==> config.mk <==
export PLATFORM = sky130hd
export DESIGN_NAME = key_filter_multi
export DESIGN_NICKNAME = d
export VERILOG_FILES = /design/src/rtl/key_filter_multi.sv
export SDC_FILE = /design/constraint.sdc
export NUM_CORES = 1
export LEC_CHECK = 0
export BUFFER_PORTS_ARGS = -buffer_cell sky130_fd_sc_hd__clkbuf_2
export CAP_MARGIN = 20
export CORE_MARGIN = 2
export CORE_UTILIZATION = 25
export CTS_BUF_LIST = sky130_fd_sc_hd__clkbuf_4 sky130_fd_sc_hd__clkbuf_8
export DETAILED_ROUTE_END_ITERATION = 7
export HOLD_SLACK_MARGIN = 0.08
export PLACE_DENSITY = 0.39
export SYNTH_ARGS = -nofsm -noshare
export SYNTH_HDL_FRONTEND = slang
export SYNTH_SLANG_ARGS = --single-unit
==> constraint.sdc <==
create_clock -name Clk -period 2.6 [get_ports Clk]
set_input_delay 0.13 -clock Clk [delete_from_list [all_inputs] [get_ports Clk]]
set_output_delay 0.13 -clock Clk [all_outputs]
set_load 0.02 [all_outputs]
==> src/rtl/key_filter_multi.sv <==
// key_filter_multi: KEY_NUM-channel debouncer for active-low push-buttons with long-press detection.
// Defining KEY_FILTER_REPEAT_EN builds the per-channel auto-repeat (key_rpt); otherwise key_rpt is tied low.
module key_filter_multi #(
  parameter int KEY_NUM      = 4,
  parameter int DEBOUNCE_CNT = 1000000,
  parameter int LONG_CNT     = 50000000,
  parameter int REPEAT_CNT   = 10000000,
  parameter int CNT_W        = 26
) (
  input  logic               Clk,
  input  logic               Rst,
  input  logic [KEY_NUM-1:0] key_in,
  output logic [KEY_NUM-1:0] key_flag,
  output logic [KEY_NUM-1:0] key_state,
  output logic [KEY_NUM-1:0] key_long,
  output logic [KEY_NUM-1:0] key_rpt
);

  typedef enum logic [3:0] {
    IDLE    = 4'b0001,
    FILTER0 = 4'b0010,
    DOWN    = 4'b0100,
    FILTER1 = 4'b1000
  } state_t;

  localparam logic [CNT_W-1:0] CNT_ZERO  = {CNT_W{1'b0}};
  localparam logic [CNT_W-1:0] CNT_ONE   = {{(CNT_W-1){1'b0}}, 1'b1};
  localparam logic [CNT_W-1:0] DB_LAST   = CNT_W'(DEBOUNCE_CNT - 1);
  localparam logic [CNT_W-1:0] LONG_LAST = CNT_W'(LONG_CNT - 1);
  localparam logic [CNT_W-1:0] LONG_MAX  = CNT_W'(LONG_CNT);
`ifdef KEY_FILTER_REPEAT_EN
  localparam logic [CNT_W-1:0] RPT_LAST  = CNT_W'(REPEAT_CNT - 1);
`endif

  // Legal configuration envelope; the block is intentionally empty.
  if (KEY_NUM < 1 || KEY_NUM > 16 || DEBOUNCE_CNT < 2 || LONG_CNT < 2 || REPEAT_CNT < 1) begin : g_cfg_out_of_range
  end

  logic [KEY_NUM-1:0] sync1;
  logic [KEY_NUM-1:0] sync2;
  logic [KEY_NUM-1:0] edge_r;
  logic [KEY_NUM-1:0] nedge_r;
  logic [KEY_NUM-1:0] pedge_r;

  // Synchroniser and edge stage; edge strobes are registered before the FSMs see them.
  always_ff @(posedge Clk) begin
    if (Rst) begin
      sync1   <= {KEY_NUM{1'b1}};
      sync2   <= {KEY_NUM{1'b1}};
      edge_r  <= {KEY_NUM{1'b1}};
      nedge_r <= {KEY_NUM{1'b0}};
      pedge_r <= {KEY_NUM{1'b0}};
    end else begin
      sync1   <= key_in;
      sync2   <= sync1;
      edge_r  <= sync2;
      nedge_r <= edge_r & ~sync2;
      pedge_r <= ~edge_r & sync2;
    end
  end

  genvar g;
  generate
    for (g = 0; g < KEY_NUM; g++) begin : g_ch
      state_t           state_r;
      state_t           state_nxt;
      logic [CNT_W-1:0] cnt_r;
      logic [CNT_W-1:0] cnt_nxt;
      logic [CNT_W-1:0] hold_r;
      logic [CNT_W-1:0] hold_nxt;
      logic             flag_r;
      logic             flag_nxt;
      logic             level_r;
      logic             level_nxt;
      logic             long_r;
      logic             long_nxt;
`ifdef KEY_FILTER_REPEAT_EN
      logic [CNT_W-1:0] rcnt_r;
      logic [CNT_W-1:0] rcnt_nxt;
      logic             rpt_r;
      logic             rpt_nxt;
`endif

      // Next-state and next-output decode for one channel.
      always_comb begin
        state_nxt = state_r;
        cnt_nxt   = cnt_r;
        hold_nxt  = hold_r;
        flag_nxt  = 1'b0;
        level_nxt = level_r;
        long_nxt  = 1'b0;
`ifdef KEY_FILTER_REPEAT_EN
        rcnt_nxt  = rcnt_r;
        rpt_nxt   = 1'b0;
`endif
        case (state_r)
          IDLE: begin
            cnt_nxt  = CNT_ZERO;
            hold_nxt = CNT_ZERO;
`ifdef KEY_FILTER_REPEAT_EN
            rcnt_nxt = CNT_ZERO;
`endif
            if (nedge_r[g]) begin
              state_nxt = FILTER0;
            end else begin
              state_nxt = IDLE;
            end
          end
          FILTER0: begin
            if (pedge_r[g]) begin
              state_nxt = IDLE;
              cnt_nxt   = CNT_ZERO;
            end else if (cnt_r == DB_LAST) begin
              state_nxt = DOWN;
              cnt_nxt   = CNT_ZERO;
              hold_nxt  = CNT_ZERO;
              flag_nxt  = 1'b1;
              level_nxt = 1'b0;
`ifdef KEY_FILTER_REPEAT_EN
              rcnt_nxt  = CNT_ZERO;
`endif
            end else begin
              cnt_nxt = cnt_r + CNT_ONE;
            end
          end
          DOWN: begin
            // Hold count saturates at LONG_CNT, so LONG_LAST is crossed once per press.
            if (hold_r == LONG_LAST) begin
              long_nxt = 1'b1;
            end else begin
              long_nxt = 1'b0;
            end
            if (hold_r < LONG_MAX) begin
              hold_nxt = hold_r + CNT_ONE;
            end else begin
              hold_nxt = hold_r;
            end
`ifdef KEY_FILTER_REPEAT_EN
            if (hold_r == LONG_MAX) begin
              if (rcnt_r == RPT_LAST) begin
                rcnt_nxt = CNT_ZERO;
                rpt_nxt  = 1'b1;
              end else begin
                rcnt_nxt = rcnt_r + CNT_ONE;
              end
            end else begin
              rcnt_nxt = rcnt_r;
            end
`endif
            if (pedge_r[g]) begin
              state_nxt = FILTER1;
              cnt_nxt   = CNT_ZERO;
            end else begin
              state_nxt = DOWN;
            end
          end
          FILTER1: begin
            if (nedge_r[g]) begin
              state_nxt = DOWN;
              cnt_nxt   = CNT_ZERO;
            end else if (cnt_r == DB_LAST) begin
              state_nxt = IDLE;
              cnt_nxt   = CNT_ZERO;
              hold_nxt  = CNT_ZERO;
              flag_nxt  = 1'b1;
              level_nxt = 1'b1;
`ifdef KEY_FILTER_REPEAT_EN
              rcnt_nxt  = CNT_ZERO;
`endif
            end else begin
              cnt_nxt = cnt_r + CNT_ONE;
            end
          end
          default: begin
            state_nxt = IDLE;
            cnt_nxt   = CNT_ZERO;
            hold_nxt  = CNT_ZERO;
            level_nxt = 1'b1;
`ifdef KEY_FILTER_REPEAT_EN
            rcnt_nxt  = CNT_ZERO;
`endif
          end
        endcase
      end

      // Channel state, counters and registered outputs.
      always_ff @(posedge Clk) begin
        if (Rst) begin
          state_r <= IDLE;
          cnt_r   <= CNT_ZERO;
          hold_r  <= CNT_ZERO;
          flag_r  <= 1'b0;
          level_r <= 1'b1;
          long_r  <= 1'b0;
`ifdef KEY_FILTER_REPEAT_EN
          rcnt_r  <= CNT_ZERO;
          rpt_r   <= 1'b0;
`endif
        end else begin
          state_r <= state_nxt;
          cnt_r   <= cnt_nxt;
          hold_r  <= hold_nxt;
          flag_r  <= flag_nxt;
          level_r <= level_nxt;
          long_r  <= long_nxt;
`ifdef KEY_FILTER_REPEAT_EN
          rcnt_r  <= rcnt_nxt;
          rpt_r   <= rpt_nxt;
`endif
        end
      end

      assign key_flag[g]  = flag_r;
      assign key_state[g] = level_r;
      assign key_long[g]  = long_r;
`ifdef KEY_FILTER_REPEAT_EN
      assign key_rpt[g]   = rpt_r;
`else
      assign key_rpt[g]   = 1'b0;
`endif
    end
  endgenerate

endmodule
After elaboration in Yosys (flattened, before gate mapping)
Cells that the tools add are included.
{"block": "word_totals", "reg_bits": 256, "input_bits": 6, "out_inout_bits": 16}
{"block": "op_classes", "n_addsub": 8, "magnitude_cmp": 4, "n_eq_ne": 56, "n_mux": 108, "bitwise": 12, "reduce_logical": 20}
{"cell": "26-bit two-way mux", "count": 32}
{"cell": "26-bit one-hot mux with 3 select lines", "count": 8}
{"cell": "26-bit by 1-bit adder with 26-bit output (second input constant)", "count": 8}
{"cell": "26-bit by 20-bit == test with 1-bit output (second input constant)", "count": 4}
{"cell": "26-bit == test (second input constant)", "count": 4}
{"cell": "26-bit < comparator (second input constant)", "count": 4}
{"cell": "4-bit two-way mux", "count": 20}
{"cell": "4-bit one-hot mux with 4 select lines", "count": 4}
{"cell": "2-bit inequality test (second input constant)", "count": 24}
{"cell": "1-bit two-way mux", "count": 32}
{"cell": "3-bit inequality test (second input constant)", "count": 8}
{"cell": "5-bit AND reduction", "count": 4}
{"cell": "4-bit by 1-bit == test with 1-bit output (second input constant)", "count": 4}
{"cell": "4-bit by 2-bit == test with 1-bit output (second input constant)", "count": 4}
{"cell": "4-bit by 3-bit == test with 1-bit output (second input constant)", "count": 4}
{"cell": "4-bit == test (second input constant)", "count": 4}
{"cell": "2-bit OR reduction", "count": 8}
{"cell": "1-bit one-hot mux with 3 select lines", "count": 4}
{"cell": "3-bit AND reduction", "count": 4}
{"cell": "4-bit bitwise AND", "count": 2}
{"cell": "2-bit two-way mux", "count": 4}
{"cell": "1-bit NOT", "count": 8}
{"cell": "4-bit NOT", "count": 2}
{"cell": "1-bit one-hot mux with 2 select lines", "count": 4}
{"cell": "2-bit AND reduction", "count": 4}

Depth between registers and ports, before layout
Gate-level depths: netlist of run 1.
{"block": "logic_depth", "ltp_word": 4, "mapped_depth": 10}

Worst setup path after synthesis of run 1
OpenSTA, ideal clock, no wires.
{"block": "synth_path", "path_kind": "flip-flop to flip-flop", "startpoint": "register g_ch[3].cnt_r[10]", "endpoint": "register g_ch[3].hold_r[18]", "setup_ns": 0.125, "arrival_ns": 2.434, "t_required_ns": 2.475, "path_slack_ns": 0.041, "path_stages_with_launch": 9, "n_path_buf": 2, "synth_period_minus_slack_ns": 2.559, "path_cell_list": "dfxtp_1 or4_1 or4_4 a2111o_4 a21o_2 buf_6 buf_6 o311ai_1 nand2_1"}
{"block": "synth_between", "elab_chain_len": 4}
{"item": "start: declaration", "line_no": "67", "rtl": "logic [CNT_W-1:0] cnt_r;"}
{"item": "start signal: assignment", "line_no": "201", "rtl": "cnt_r <= cnt_nxt;"}
{"item": "26-bit by 20-bit == test with 1-bit output (*)", "line_no": "113, 161"}
{"item": "26-bit two-way mux (*)"}
{"item": "26-bit two-way mux, on equally long branches"}
{"item": "26-bit one-hot mux with 3 select lines (*)"}
{"item": "end signal: assignment", "line_no": "202", "rtl": "hold_r <= hold_nxt;"}
{"item": "end: declaration", "line_no": "69", "rtl": "logic [CNT_W-1:0] hold_r;"}
Mark *: on every way between the ends. The rest lies on a longest branch, timed or not. The select of a mux whose other input is x is not followed.
A chain may end at the register's enable or synchronous reset.

Worst setup path in the final report of run 1
{"block": "layout_path", "startpoint": "register g_ch[3].cnt_r[13]", "endpoint": "register g_ch[3].hold_r[21]"}
The elaborated chain is that of the path after synthesis.

==> results of run 1 <==
-- cells in the final DEF, fill, tap and decap left out, types with 6 or more instances in the layout --
cell	count
sky130_fd_sc_hd__buf_4	114
sky130_fd_sc_hd__clkbuf_4	11
sky130_fd_sc_hd__nor4_1	22
sky130_fd_sc_hd__o31ai_1	17
sky130_fd_sc_hd__and4_1	22
sky130_fd_sc_hd__xnor2_1	38
sky130_fd_sc_hd__clkinv_2	7
sky130_fd_sc_hd__nor3_1	33
sky130_fd_sc_hd__mux2i_1	10
sky130_fd_sc_hd__nand2_1	135
sky130_fd_sc_hd__o211ai_1	19
sky130_fd_sc_hd__xor2_1	57
sky130_fd_sc_hd__nor4b_1	10
sky130_fd_sc_hd__and2_1	10
sky130_fd_sc_hd__clkbuf_8	70
sky130_fd_sc_hd__nor3b_1	12
sky130_fd_sc_hd__or2_2	26
sky130_fd_sc_hd__o21ai_0	75
sky130_fd_sc_hd__nand3_1	69
sky130_fd_sc_hd__or4_1	37
sky130_fd_sc_hd__a21oi_1	102
sky130_fd_sc_hd__o21bai_1	7
sky130_fd_sc_hd__or4b_2	7
sky130_fd_sc_hd__nand4b_1	7
sky130_fd_sc_hd__nor2b_1	6
sky130_fd_sc_hd__a31oi_1	6
sky130_fd_sc_hd__ha_1	7
sky130_fd_sc_hd__o21ai_1	6
sky130_fd_sc_hd__nand2b_1	13
sky130_fd_sc_hd__or3_1	60
sky130_fd_sc_hd__and3_1	32
sky130_fd_sc_hd__clkbuf_2	17
sky130_fd_sc_hd__dfxtp_1	256
sky130_fd_sc_hd__nand4_1	63
sky130_fd_sc_hd__nor2_1	175
sky130_fd_sc_hd__inv_1	24
-- worst paths after layout --
path	from	endpoint	slack, ns	depth (start not counted)
worst max-delay path	g_ch[3].cnt_r[13]	g_ch[3].hold_r[21]	0.006	7
worst min-delay path	key_in[2]	sync1[2]	0.21	3
worst max register to register	g_ch[3].cnt_r[13]	g_ch[3].hold_r[21]	0.006	7
worst min register to register	sync1[1]	sync2[1]	0.39	1
-- cell usage after synthesis, drive strengths merged, types with 6 or more instances --
library cell    n
dfxtp         256
nor2          177
nand2         135
a21oi         104
o21ai          82
nand3          70
nand4          63
or3            61
xor2           57
clkbuf         51
or4            39
xnor2          38
and3           36
buf            33
nor3           33
nor4           27
or2            26
and4           25
inv            24
o211ai         20
o31ai          17
and2           14
nand2b         13
nor3b          12
nor4b          11
mux2i          10
ha              8
or4b            8
nand4b          7
o21bai          7
a31oi           6
nor2b           6
-- timing repair --
| action | 4_1_cts | 5_1_grt |
|---|---|---|
| cloned | 1 | 1 |
| pin swaps | 1 | 13 |
| hold endpoints to repair | 17 | 0 |
| hold buffers | 5 | 0 |
| buffers inserted | 3 | 2 |
| setup endpoints to repair | 13 | 83 |
| resized for setup | 0 | 26 |
-- through the flow --
step           std cells  util [%]  instance area (um2)  power, uW  hold WS (ns)
5_1_grt             2369      30.8                15500       8830         0.188
6_report            2369      30.8                15500       8460         0.211
2_1_floorplan       1544         -                12700       4080         0.234
3_5_place_dp        2267      28.2                14100       4110         0.320
3_3_place_gp        2267      28.2                14100       4110         0.320
4_1_cts             2366      30.6                15300       8670         0.144
-- flip-flops by register name, indices dropped and copies added, names as in the netlist --
register      count
sync2             4
g_ch.long_r       4
nedge_r           4
g_ch.cnt_r      104
pedge_r           4
g_ch.flag_r       4
g_ch.hold_r     104
sync1             4
g_ch.level_r      4
edge_r            4
g_ch.state_r     16
-- layer usage --
layer	wire [um]	global-route usage, %	vias to the layer above	share of wire, %
met5	0	0	-	0
met3	1150	2.37	64	3.5
li1	-	-	5851	-
met2	14100	19.0	131	43
met1	16700	17.1	5317	51
met4	837	4.87	0	2.6
-- power breakdown --
group | internal, uW | switching [uW]
Combinational | 32.0 | 52.1
Clock | 2540 | 1890
Sequential | 3940 | 7.61
-- final cells by class --
class	instances	share of cell area [%]
clock inverter	9	0.332
sequential	256	33.1
clock buffer	81	6.76
multi-input combinational	1182	46.5
inverter	24	0.582
tap	672	5.43
timing repair buffer	145	7.28
-- tightest hold or removal path, delay by kind of cell --
kind | cells | cell delay, ns
and+or+nand+nor | 1 | 0.08
buffers and inverters | 2 | 0.61
-- cells by family (layout without fill, tap and decap cells) --
| group | after synthesis | after routing | share of synthesized area, % |
|---|---|---|---|
| AO/OA/AOI/OAI | 287 | 289 | 14.3 |
| adder cells (fa/ha/maj) | 9 | 9 | 0.866 |
| other | 1 | 4 | 0.0295 |
| XOR/XNOR | 95 | 95 | 6.55 |
| flip-flops | 256 | 256 | 40.3 |
| multiplexers | 10 | 10 | 0.788 |
| AND/OR/NAND/NOR | 775 | 775 | 33.0 |
| buffers and inverters | 108 | 259 | 4.15 |
==> impl_results.md, run 1 <==
* Result of the run: completed
* Post-layout min period at between 2 and 3 ns
* Max Fclk at roughly 390 MHz
* Flip-flop and latch area at 5120 um2
* Number of optimization iterations in the first detailed-route pass at 5
* Initial Util at 25.3%
* Warnings from Yosys at 0
* Tightest Hold Check Type: input pin to flip-flop
* Arrival time at the worst endpoint at 3.10 ns
* Total routing usage reported by global routing at between 10% and 20%
* Clock root buffer master: sky130_fd_sc_hd__clkbuf_8
* Worst setup slack before clock tree synthesis at -0.104 ns
* Antenna cells at 0
* Fin worst setup slack at approximately 0.0063 ns
* Number of distinct standard cells referenced by the synthesized netlist at 80
* Required time of the worst setup path at a little over 3 ns
* Delay-heaviest family, CP: simple AND/OR/NAND/NOR gates
* Grt ovf at 0
* Nature of the critical path startpoint: flip-flop
* Die area at 52700 um2
* Area of the core at 50200 um2
* Detail Route Antenna Nets at 0
* Area growth from synthesis to final layout at 21.7%
* TritonCTS Sinks at around 260
* Cell with the largest stage delay on the worst path: sky130_fd_sc_hd__or4_4
* CTS clock-pin slew for the worst setup and hold paths at approximately 0.060 ns
* Fraction of the yosys area taken by sequential cells at about two fifths
* Crit-path max FO at 7
* Fillers at ~5400
* Largest vdd supply drop at roughly 270 uV
* Die width at roughly 230 um
* Wire length of the first global-routing pass at around 55 mm
* Row count at ~80
* Hold Fails Final Rpt at 0
* Number of synthesized flops with an enable pin at 0
* Number of max-cap violations at 0
* Die height at around 230 um
* Number of failing setup endpoints in the final timing report at 0
* Top area cells in the synthesized netlist: sky130_fd_sc_hd__dfxtp_1, sky130_fd_sc_hd__nor2_1, sky130_fd_sc_hd__a21oi_1, sky130_fd_sc_hd__nand2_1, sky130_fd_sc_hd__xor2_1
* Final Slew Violations at 0
* Total CTS buffers at 51
* Post-DR vias/cell at approximately 4.8
* I/O pin total at 22
* Final period utilization at about 100%
* Clock tree from TritonCTS: yes
* Proportion of register bits with asynchronous set or reset after synthesis at 0%
* Drt wl/cell at 13.8 um
* Number of I/O port buffers at 17
* Syn Area/Cell at 8.25 um2
* Transition time of the tightest slew-check pin at roughly 0.84 ns
* Maximum number of pins on one net before global-route repair at 36
* Overall routed net length at roughly 33 mm
* Slew headroom at between 40% and 50%
* RSZ-0062 raised after global routing: true
* Pleak at 0.00517 uW
* Bufs and invs on worst path at 1
* Post-detail-place hpwl at between 20 and 25 mm
* Cells along the critical path: or4b_1, or4_4, a2111o_4, a21oi_2, buf_6, nor4_1, o21bai_1
* FF+latch count, synth at about 260
* Cell area power density at between 500 and 600 nW/um2
* Post-Synthesis Cell Area at roughly 13000 um2
* Antenna violations before repair at 0
* DRC viols at 0
* Fraction of final layout cells sized beyond drive strength 1 at ~18%
* Longest individual stage delay on the worst path at around 0.60 ns
* Post-synth top area share at between 40 and 50%
* Max clock buf depth at 3
* Crit Path Category: flip-flop to flip-flop
* CTS HTree Levels at 2
* Vias in the first global route at roughly 11000
* Count of vias placed by the detailed router at between 10000 and 15000
* Number of nets in the final layout at 1674
* Post-synthesis cell count at ~1500
* Final worst clock skew at a little over 0.03 ns
* Insertion delay of the later-clocked pin in the worst-skew pair at ~0.64 ns
* Routability congestion estimate from global placement at 0.777
* Most common flop cell mapped by yosys: sky130_fd_sc_hd__dfxtp_1
* Yosys top cell by area: sky130_fd_sc_hd__dfxtp_1
* Total area of multi-input combinational cells at around 7000 um2
* Setup TNS at 0 ns
* Type of element capturing the critical path: flip-flop
* Number of DRC violations after detailed-routing iteration 0 at approximately 570
(Power assumes the default switching activity.)
==> run 2, diff against run 1 <==
--- a/config.mk
+++ b/config.mk
@@ -7,12 +7,14 @@
 export LEC_CHECK = 0
 export BUFFER_PORTS_ARGS = -buffer_cell sky130_fd_sc_hd__clkbuf_2
 export CAP_MARGIN = 20
+export CELL_PAD_IN_SITES_DETAIL_PLACEMENT = 2
+export CELL_PAD_IN_SITES_GLOBAL_PLACEMENT = 2
 export CORE_MARGIN = 2
-export CORE_UTILIZATION = 25
+export CORE_UTILIZATION = 30
 export CTS_BUF_LIST = sky130_fd_sc_hd__clkbuf_4 sky130_fd_sc_hd__clkbuf_8
 export DETAILED_ROUTE_END_ITERATION = 7
 export HOLD_SLACK_MARGIN = 0.08
-export PLACE_DENSITY = 0.39
+export PLACE_DENSITY = 0.66
 export SYNTH_ARGS = -nofsm -noshare
 export SYNTH_HDL_FRONTEND = slang
 export SYNTH_SLANG_ARGS = --single-unit
==> run 2 against run 1 <==
Non-clock buffer count is 10 higher. Largest power group unchanged. Largest cell class unchanged. Register-to-register slack worse by 0.02 ns. Critical path depth is 1 lower. First-iteration DRC count fell by 36%. Sequential cell count unchanged. The run now ends with setup timing left. Worst hold slack better by 0.068 ns. Routed wire length grew 19%.
==> impl_results.md, run 2 (same netlist as run 1, synthesis figures left out) <==
* Crit-path max FO at 6 (-1)
* Vias in the first global route at 12900 (+20%)
* Post-detail-place hpwl at 26.4 mm (+20%)
* Die width at 210 um (-8.6%)
* Antenna violations before repair at 0 (unchanged)
* Tightest Hold Check Type: input pin to flip-flop
* Crit Path Category: flip-flop to flip-flop
* Nature of the critical path startpoint: flip-flop
* Grt ovf at 0 (unchanged)
* Leading cell types in the layout, fill and taps excluded: sky130_fd_sc_hd__dfxtp_1, sky130_fd_sc_hd__nor2_1, sky130_fd_sc_hd__nand2_1
* Worst Min Path Start: key_in[3]
* Setup TNS at -0.0583 ns (-0.0583 ns)
* Clock tree from TritonCTS: yes
* Routability congestion estimate from global placement at 0.776 (-0.15%)
* Max clock buf depth at 3 (unchanged)
* Area growth from synthesis to final layout at 24.0%
* RSZ-0062 raised after global routing: true
* Number of optimization iterations in the first detailed-route pass at 4 (-1)
* Antenna cells at 0 (unchanged)
* Hold Fails Final Rpt at 0 (unchanged)
* Overall routed net length at 38.9 mm (+19%)
* Clock root buffer master: sky130_fd_sc_hd__clkbuf_8
* Wire length of the first global-routing pass at 64.9 mm (+18%)
* Number of max-cap violations at 0 (unchanged)
* Slack of the worst reg-to-reg path at -0.02 ns (-0.02 ns)
* Number of failing setup endpoints in the final timing report at 6 (+6)
* Biggest regs: g_ch.cnt_r x104, g_ch.hold_r x104, g_ch.state_r x16
* Cell with the largest stage delay on the worst path: sky130_fd_sc_hd__or4_4
* Total routing usage reported by global routing at 17.6% (+5.2 points)
* End point of the worst hold path: sync1[3]
* Die area at 44000 um2 (-16%)
* Final core utilization at 37.7% (+6.8 points)
* Final worst clock skew at 0.0261 ns (-0.00486 ns)
* Count of vias placed by the detailed router at 12000 (+5.5%)
* Depth of the critical timing path with buffers and inverters included at 6 (-1)
* Max Fclk at 382 MHz (-0.90%)
* TritonCTS Sinks at 256 (unchanged)
* Result of the run: finished, violations left
* Maximum number of pins on one net before global-route repair at 43 (+19%)
* Cells along the critical path: or4b_4, or4_4, a2111o_4, a21oi_1, nand4_1, mux2i_1
* Startpoint of the worst-slack reg-to-reg timing path: g_ch[3].cnt_r[13]
* Post-layout min period at 2.62 ns (+0.0235 ns)
* Arrival time at the worst endpoint at 3.13 ns (+0.03 ns)
* CTS HTree Levels at 2 (unchanged)
* Drt wl/cell at 17.3 um (+25%)
* Bufs and invs on worst path at 0 (-1)
* I/O pin total at 22 (unchanged)
* WHS at 0.279 ns (+0.0681 ns)
* Die height at 210 um (-8.6%)
* Area of the core at 41900 um2 (-17%)
* Commonest non-fill, non-tap cell in the layout: sky130_fd_sc_hd__dfxtp_1
* Violated checks: setup timing
* Post-DR vias/cell at 5.33 (+11%)
* CTS clock-pin slew for the worst setup and hold paths at 0.06 ns (about the same)
* Cell area power density at 545 nW/um2 (-0.28%)
* Insertion delay of the later-clocked pin in the worst-skew pair at 0.64 ns (about the same)
* Worst reg2reg endpoint: g_ch[3].hold_r[23]
* Row count at 75 (-8.5%)
* Delay-heaviest family, CP: simple AND/OR/NAND/NOR gates
* Transition time of the tightest slew-check pin at 0.750 ns (-0.0895 ns)
* Detail Route Antenna Nets at 0 (unchanged)
* Pleak at 0.00536 uW (+3.7%)
* Number of DRC violations after detailed-routing iteration 0 at 363 (-36%)
* Number of nets in the final layout at 1684 (+0.60%)
* Count of cells along the worst register-to-register path at 6 (-1)
* Type of element capturing the critical path: flip-flop
* Slew headroom at 49.8% (+6.0 points)
* Fin worst setup slack at -0.0172 ns (-0.0235 ns)
* Final period utilization at 101% (+0.90 points)
* Number of I/O port buffers at 17 (unchanged)
* Final Slew Violations at 0 (unchanged)
* Fraction of final layout cells sized beyond drive strength 1 at 20.9% (+3.0 points)
* Largest vdd supply drop at 603 uV (+120%)
* Initial Util at 30.4% (+5.0 points)
* Number of cells traversed by the worst hold path at 3 (unchanged)
* DRC viols at 0 (unchanged)
* Required time of the worst setup path at 3.12 ns (about the same)
* Total CTS buffers at 51 (unchanged)
* Longest individual stage delay on the worst path at 0.60 ns (about the same)
run 2: cell count changes in the layout (fill, tap and decap cells not counted), moves of 7 or more:
cell / delta
sky130_fd_sc_hd__or4_1: -7
sky130_fd_sc_hd__or4_4: +7
sky130_fd_sc_hd__a21oi_1: -11
sky130_fd_sc_hd__a21oi_2: +10
run 2: layout make-up:
type                    instances  area [um2]
fillers                      4746       26100
repair buffers                155        1330
inverters                      24        90.1
clock buffers                  82        1040
flip-flops and latches        256        5130
multi-input cells            1182        7390
clock inverters                12         100
well taps                     539         674
run 2: worst max path at each step:
stage	startpoint	to	slack [ns]
2_1_floorplan	g_ch[3].cnt_r[10]	g_ch[3].hold_r[18]	0.04
5_1_grt	g_ch[3].cnt_r[13]	g_ch[3].hold_r[20]	-0.14
3_5_place_dp	g_ch[3].cnt_r[10]	g_ch[3].hold_r[20]	-0.14
6_report	g_ch[3].cnt_r[13]	g_ch[3].hold_r[23]	-0.02
3_3_place_gp	g_ch[3].cnt_r[10]	g_ch[3].hold_r[17]	-0.04
4_1_cts	g_ch[3].cnt_r[13]	g_ch[3].hold_r[16]	-0.01
run 2: what timing repair did:
item                                    in CTS  in global routing
gates resized for setup                      7                 65
gates cloned                                 2                  4
hold buffers                                 5                  0
endpoints found under the hold margin        8                  0
pin swaps                                    5                 21
setup buffers                                3                  4
endpoints found under the setup margin      27                126
run 2: worst reg2reg max path: cells and delay by family (launching register included):
| kind | cells | cell delay, ns |
|---|---|---|
| muxes | 1 | 0.14 |
| DFF | 1 | 0.31 |
| and+or+nand+nor | 3 | 1.28 |
| AOI/OAI and AO/OA | 2 | 0.77 |
run 2: routing by layer:
metal	part of all wire (%)	global-route usage [%]
met2	48	30.5
met1	47	22.4
met4	2.0	4.57
met5	0	0
met3	2.9	3.50
run 2: report_power, final:
part           internal [uW]  leakage, uW  switching (uW)
Combinational           32.7      0.00269            55.7
Clock                   2640     0.000611            1910
Sequential              3940      0.00207            7.90
run 2: metrics by stage:
stage / power, uW / worst slack (ns) / std cells / area, um2
final: 8590 / -0.0172 / 2250 / 15800
after global routing: 8990 / -0.140 / 2250 / 15800
after CTS: 8800 / -0.0120 / 2242 / 15400
after detailed placement: 4110 / -0.136 / 2138 / 14100
after global placement: 4110 / -0.0448 / 2138 / 14100
after floorplan: 4080 / 0.0409 / 1544 / 12700
